**src/rtl/m5_ddram_pkg.sv**
```systemverilog
// Shared definitions for the Sord M5 DDRAM arbiter: FSM states, default image base
// and the byte-lane selector used on cached and freshly returned 64-bit words.
package m5_ddram_pkg;

    localparam logic [28:0] BASE_ADDR_DEF = 29'h0600_0000;

    typedef enum logic [2:0] {
        ST_IDLE,
        ST_WRITE,
        ST_READ,
        ST_RD_WAIT,
        ST_DRAIN
    } state_e;

    function automatic logic [7:0] lane_sel(input logic [63:0] word, input logic [2:0] idx);
        return word[{idx, 3'b000} +: 8];
    endfunction

endpackage

```
**src/rtl/m5_ddram_arbiter.sv**
```systemverilog
// Arbitrates the ioctl byte writer and the tape byte reader onto one 64-bit DDRAM port,
// with a single-word read cache so sequential tape reads hit DDRAM once per 8 bytes.
module m5_ddram_arbiter
    import m5_ddram_pkg::*;
#(
    parameter logic [28:0] BASE_ADDR = BASE_ADDR_DEF,
    parameter int          ADDR_W    = 25
) (
    input  logic              clk_i,
    input  logic              reset_i,
    input  logic              wr_req_i,
    input  logic [ADDR_W-1:0] wr_addr_i,
    input  logic [7:0]        wr_data_i,
    output logic              wr_ack_o,
    input  logic              rd_req_i,
    input  logic [ADDR_W-1:0] rd_addr_i,
    output logic [7:0]        rd_data_o,
    output logic              rd_ack_o,
    output logic              DDRAM_CLK,
    input  logic              DDRAM_BUSY,
    output logic [7:0]        DDRAM_BURSTCNT,
    output logic [28:0]       DDRAM_ADDR,
    input  logic [63:0]       DDRAM_DOUT,
    input  logic              DDRAM_DOUT_READY,
    output logic              DDRAM_RD,
    output logic [63:0]       DDRAM_DIN,
    output logic [7:0]        DDRAM_BE,
    output logic              DDRAM_WE
);

    localparam int TAG_W = ADDR_W - 3;

    state_e            state_q;
    logic              wr_ack_q;
    logic              rd_ack_q;
    logic [7:0]        rd_data_q;
    logic              ddr_rd_q;
    logic              ddr_we_q;
    logic [7:0]        ddr_be_q;
    logic [63:0]       ddr_din_q;
    logic [28:0]       ddr_addr_q;
    logic [63:0]       cache_word_q;
    logic [TAG_W-1:0]  cache_tag_q;
    logic              cache_valid_q;
    logic              rd_pending_q;
    logic [TAG_W-1:0]  rd_tag_q;
    logic [2:0]        rd_idx_q;

    logic              wr_go;
    logic              rd_go;
    logic              rd_hit;
    logic              pending_after_rst;

    // Wraps modulo 2^29 by virtue of the 29-bit result.
    function automatic logic [28:0] word_addr(input logic [TAG_W-1:0] tag);
        return BASE_ADDR + 29'(tag);
    endfunction

    // A request still high during its own ack cycle is the one just served.
    assign wr_go  = wr_req_i && !wr_ack_q;
    assign rd_go  = rd_req_i && !rd_ack_q;
    assign rd_hit = cache_valid_q && (cache_tag_q == rd_addr_i[ADDR_W-1:3]);

    // A read command is in flight if it was already pending (and its data is not arriving
    // right now) or if the controller is taking the command on this very edge.
    assign pending_after_rst = rd_pending_q ? !DDRAM_DOUT_READY : (ddr_rd_q && !DDRAM_BUSY);

    always_ff @(posedge clk_i) begin
        wr_ack_q <= 1'b0;
        rd_ack_q <= 1'b0;
        if (reset_i) begin
            state_q       <= pending_after_rst ? ST_DRAIN : ST_IDLE;
            rd_pending_q  <= pending_after_rst;
            rd_data_q     <= 8'h00;
            ddr_rd_q      <= 1'b0;
            ddr_we_q      <= 1'b0;
            ddr_be_q      <= 8'h00;
            ddr_din_q     <= 64'h0;
            ddr_addr_q    <= BASE_ADDR;
            cache_valid_q <= 1'b0;
        end else begin
            case (state_q)
                ST_IDLE: begin
                    if (wr_go) begin
                        ddr_we_q   <= 1'b1;
                        ddr_addr_q <= word_addr(wr_addr_i[ADDR_W-1:3]);
                        ddr_din_q  <= {8{wr_data_i}};
                        ddr_be_q   <= 8'b1 << wr_addr_i[2:0];
                        if (cache_valid_q && cache_tag_q == wr_addr_i[ADDR_W-1:3]) begin
                            cache_valid_q <= 1'b0;
                        end
                        state_q    <= ST_WRITE;
                    end else if (rd_go) begin
                        if (rd_hit) begin
                            rd_data_q <= lane_sel(cache_word_q, rd_addr_i[2:0]);
                            rd_ack_q  <= 1'b1;
                        end else begin
                            ddr_rd_q   <= 1'b1;
                            ddr_addr_q <= word_addr(rd_addr_i[ADDR_W-1:3]);
                            rd_tag_q   <= rd_addr_i[ADDR_W-1:3];
                            rd_idx_q   <= rd_addr_i[2:0];
                            state_q    <= ST_READ;
                        end
                    end
                end
                ST_WRITE: begin
                    if (!DDRAM_BUSY) begin
                        ddr_we_q <= 1'b0;
                        wr_ack_q <= 1'b1;
                        state_q  <= ST_IDLE;
                    end
                end
                ST_READ: begin
                    if (!DDRAM_BUSY) begin
                        ddr_rd_q     <= 1'b0;
                        rd_pending_q <= 1'b1;
                        state_q      <= ST_RD_WAIT;
                    end
                end
                ST_RD_WAIT: begin
                    if (DDRAM_DOUT_READY) begin
                        cache_word_q  <= DDRAM_DOUT;
                        cache_tag_q   <= rd_tag_q;
                        cache_valid_q <= 1'b1;
                        rd_pending_q  <= 1'b0;
                        rd_data_q     <= lane_sel(DDRAM_DOUT, rd_idx_q);
                        rd_ack_q      <= 1'b1;
                        state_q       <= ST_IDLE;
                    end
                end
                ST_DRAIN: begin
                    // Data belongs to a pre-reset request: discard it.
                    if (DDRAM_DOUT_READY) begin
                        rd_pending_q <= 1'b0;
                        state_q      <= ST_IDLE;
                    end
                end
                default: state_q <= ST_IDLE;
            endcase
        end
    end

    assign wr_ack_o       = wr_ack_q;
    assign rd_ack_o       = rd_ack_q;
    assign rd_data_o      = rd_data_q;
    assign DDRAM_CLK      = clk_i;
    assign DDRAM_BURSTCNT = 8'd1;
    assign DDRAM_ADDR     = ddr_addr_q;
    assign DDRAM_RD       = ddr_rd_q;
    assign DDRAM_DIN      = ddr_din_q;
    assign DDRAM_BE       = ddr_be_q;
    assign DDRAM_WE       = ddr_we_q;

endmodule

```
**config.mk**
```make
export PLATFORM = sky130hd
export DESIGN_NAME = m5_ddram_arbiter
export DESIGN_NICKNAME = d
export VERILOG_FILES = /design/src/rtl/m5_ddram_pkg.sv /design/src/rtl/m5_ddram_arbiter.sv
export SDC_FILE = /design/constraint.sdc
export NUM_CORES = 1
export LEC_CHECK = 0
export CORE_ASPECT_RATIO = 1.25
export CORE_UTILIZATION = 35
export DETAILED_ROUTE_END_ITERATION = 8
export GPL_TIMING_DRIVEN = 0
export PLACE_DENSITY = 0.72
export SLEW_MARGIN = 25
export SYNTH_ARGS = -nofsm -noshare
export SYNTH_HDL_FRONTEND = slang
export SYNTH_SLANG_ARGS = --single-unit
```
**constraint.sdc**
```tcl
create_clock -name clk_i -period 15.96 [get_ports clk_i]
set_input_delay 3.192 -clock clk_i [delete_from_list [all_inputs] [get_ports clk_i]]
set_output_delay 3.192 -clock clk_i [all_outputs]
set_load 0.01 [all_outputs]
```
Word-level counts from Yosys, hierarchy flattened:

Cells that the tools add are included.

* bits in registers: 229
* input port bits: 128
* output and inout bits: 122
* logic and storage cells: 111

* $add $sub $neg: 2
* equal/unequal tests: 21
* shift operators: 3
* mux-type cells: 39
* bitwise gates (word level): 4
* reductions and logical operators: 27

Operator list (count)
* 64-bit by 7-bit indexed part select with 8-bit output: 2
* 29-bit two-way mux: 3
* 27-bit by 22-bit adder with 28-bit output, first input constant: 2
* 22-bit == test: 2
* 8-bit two-way mux: 4
* 3-bit two-way mux: 8
* 2-bit inequality test, second input constant: 10
* 5-bit AND reduction: 4
* 1-bit two-way mux: 17
* 8-bit case mux with 2 select lines: 1
* 3-bit case mux with 4 select lines: 1
* 3-bit AND reduction: 4
* 1-bit case mux with 2 select lines: 5
* 4-bit inequality test, second input constant: 2
* 2-bit nonzero test: 4
* 1-bit by 3-bit << shifter with 8-bit output, first input constant: 1
* 3-bit by 2-bit == test with 1-bit output, second input constant: 2
* 3-bit inequality test, second input constant: 2
* 1-bit logical AND: 5
* 1-bit logical NOT: 4
* 1-bit NOT: 4
* 4-bit AND reduction: 1
* 2-bit OR reduction: 2
* 3-bit by 1-bit == test with 1-bit output, second input constant: 1
* 5 further kinds: 5

Depth between registers and ports, before layout:

* depth after elaboration: 7
* mapped depth: 8
* mapped depth without buffers: 6

==> results.yml <==
grt:
  grt_pass1_wl_um: 31500
  grt_max_degree: 28
  antenna_found_initial: 3
  grt_overflow_total: 0
  grt_pass1_vias: 5668
  grtUsageTotal_pct: 18.8
synth:
  ys.flop_type: "edfxtp_1"
  synth-edff-count: 115
  syn-cell-area_mm2: 0.00770
  ys_warn_count: 0
  syn_inst: 594
  synthArstFlopShare_pct: 0
  ys_seq_area_share_pct: 58.1
  syn_area_per_cell_um2: 13.0
  netlist-cell-type-count: 47
  synth_seq_cells: 166
hold_path:
  hp-class: "reg -> reg"
  whs_path_depth: 0
  min_from: "rd_tag_q[18]"
  hold_end: "cache_tag_q[18]"
power:
  switching_share_pct: 29.0
  seqPwrFrac_pct: 38.8
  p_int_mw: 0.997
  power_mw: 1.41
  clkPwrFrac_pct: 32.2
  powerDensity_mw_per_mm2: 126
  leakage_nw: 3.97
  vdd_drop_max_v: 0.0000832
  p_comb_share_pct: 29.0
  p_switching_mw: 0.408
timing:
  relSlewSlack_pct: 50.3
  worst_pin_slew_ns: 0.746
  hold_violations: 0
  finalSetupViolCount: 0
  rsz0062_at_grt: "no"
  fin_ws_ns: 3.96
  whs_ns: 0.418
  skew_ns: 0.0100
  maxSlewViolCount: 0
  fin_tns_setup_ns: 0
cells_and_area:
  design_area_mm2: 0.0112
  fin_cells: 1158
  nNetsFinal: 992
  drive_gt1_share_pct: 22.5
  syn2layout_area_growth_pct: 45.3
  final_util_pct: 52.0
placement:
  dp_cells: 1121
  dp_hpwl_um: 16000
  preCtsSetupSlack_ns: 4.23
  gp_routability_congestion: 0.851
  port_buffers: 230
  placed_area_mm2: 0.0105
run:
  maxCapViolCount: 0
setup_path:
  cp_top_family: "buffers and inverters"
  reg2regPathDepth: 8
  cpPeakStageDelay_ns: 0.46
  worstPathCellList: "clkbuf_16 -> clkbuf_16 -> buf_4 -> clkdlybuf4s50_1"
  cp_common_cell: "clkbuf_16"
  setup.worst_path.end_class: "output pin"
  arrival_ns: 8.81
  r2r_start: "state_q[1]"
  critPathMaxFanout: 2
  r2r_slack_ns: 12.89
  start_kind: "clock port"
  rr_endpoint: "cache_word_q[0]"
  crit_buf_inv: 4
  cp.required_ns: 12.77
  cp_slowest_cell: "clkdlybuf4s50_1"
  worstSetupPathType: "clk -> out"
routing:
  wirelength_um: 20900
  antenna_left: 0
  viasPerCell: 4.89
  vias: 5665
  post_drt_wl_per_cell_um: 18.0
  firstDrtPassIters: 5
  first_iter_violations: 318
  route.detailed.drc: 0
clock_network:
  insertion_delay_ns: 0.54
  cts_hold_buf: 0
  cts_setup_buffers: 0
  ctsResizeCount: 0
  clk_pin_slew_ns: 0.07
  cts_tree: "yes"
floorplanning:
  start_util_pct: 35.8
  ios: 250
  rows: 60
  die_x_um: 135
  dieArea_mm2: 0.0226
  fp.dieH_um: 168
  core_area_mm2: 0.0215
outcome:
  status: "finished clean"
final cells by class:
class | instances | area [um^2]
diodes | 2 | 5.00
plain buffers | 109 | 708
clock buffers | 21 | 510
clock inverters | 15 | 153
fillers | 1860 | 10300
inverters | 3 | 11.3
multi-input cells | 329 | 2570
flip-flops and latches | 166 | 4470
well taps | 279 | 349
repair buffers | 234 | 2410
cell usage in the layout, fill, tap and decap left out, drive strengths merged, types with 3 or more instances in the layout:
cell type and n:
a211o 8, or2 4, nor3 8, conb 15, mux4 32, dfxtp 51, edfxtp 115, o21ai 6
nand4 4, nand2 32, xor2 40, buf 89, clkdlybuf4s50 230, o221a 22, clkbuf 45, nand3 14
nor4 13, nand4b 3, a21oi 29, o22ai 16, inv 14, nor2 58, xnor2 4
cell usage after synthesis, types with 2 or more instances:
cell       number  area (um^2)
a2111oi_0       2         17.5
nand4b_1        3         26.3
buf_1           2         7.51
nor2_1         58          218
xnor2_1         4         35.0
buf_4          72          541
nand2_1        32          120
nand3_1        14         70.1
clkbuf_1       25         93.8
nand2b_1        2         12.5
a21oi_1        28          140
a211o_2         7         70.1
nor2b_1         2         12.5
xor2_1         40          350
o22ai_1        16          100
mux4_2         32          721
nand4_1         4         25.0
o221a_2        22          248
dfxtp_1        51         1020
nor4_2          2         25.0
or2_2           4         25.0
nor4_1         11         68.8
buf_2           8         40.0
conb_1          2         7.51
a211oi_1        2         15.0
inv_1           3         11.3
edfxtp_1      115         3450
o21ai_0         6         30.0
nor3_1          7         35.0
metal layers:
metal	track usage, %	wire [um]	part of all wire [%]
met5	0	16	0.077
met4	6.79	365	1.7
met3	4.25	1370	6.6
met2	33.0	11000	53
met1	22.4	8150	39
power groups by stage:
stage | logic [mW] | clock network [mW] | registers (mW)
2_1_floorplan | 0.191 | 0.00516 | 0.564
3_3_place_gp | 0.400 | 0.00984 | 0.556
3_5_place_dp | 0.410 | 0.00984 | 0.554
4_1_cts | 0.412 | 0.461 | 0.546
5_1_grt | 0.437 | 0.479 | 0.550
6_report | 0.408 | 0.453 | 0.545
flip-flops by register name, indices dropped and copies added, names as in the netlist:
register / count
cache_word_q: 64
DDRAM_ADDR: 22
cache_tag_q: 22
rd_tag_q: 22
DDRAM_BE: 8
DDRAM_DIN: 8
rd_data_o: 8
rd_idx_q: 3
state_q: 3
DDRAM_RD: 1
DDRAM_WE: 1
cache_valid_q: 1
rd_ack_o: 1
rd_pending_q: 1
wr_ack_o: 1
cell families after synthesis:
kind of cell / count (synthesis) / share of synthesized area, %
XOR/XNOR: 44 / 5.00
other: 2 / 0.0975
AO/OA/AOI/OAI: 90 / 8.80
AND/OR/NAND/NOR: 148 / 9.34
flip-flops: 166 / 58.1
multiplexers: 32 / 9.35
buffers and inverters: 112 / 9.34
worst max-delay path by stage:
stage,startpoint,to,slack [ns],cells after the start
after floorplan,clk_i,DDRAM_CLK,4.67,1
after global placement,clk_i,DDRAM_CLK,4.23,2
after detailed placement,clk_i,DDRAM_CLK,4.23,2
after CTS,clk_i,DDRAM_CLK,3.95,4
after global routing,clk_i,DDRAM_CLK,3.95,4
final,clk_i,DDRAM_CLK,3.96,4
No activity file was read; power rests on OpenSTA's default activity.
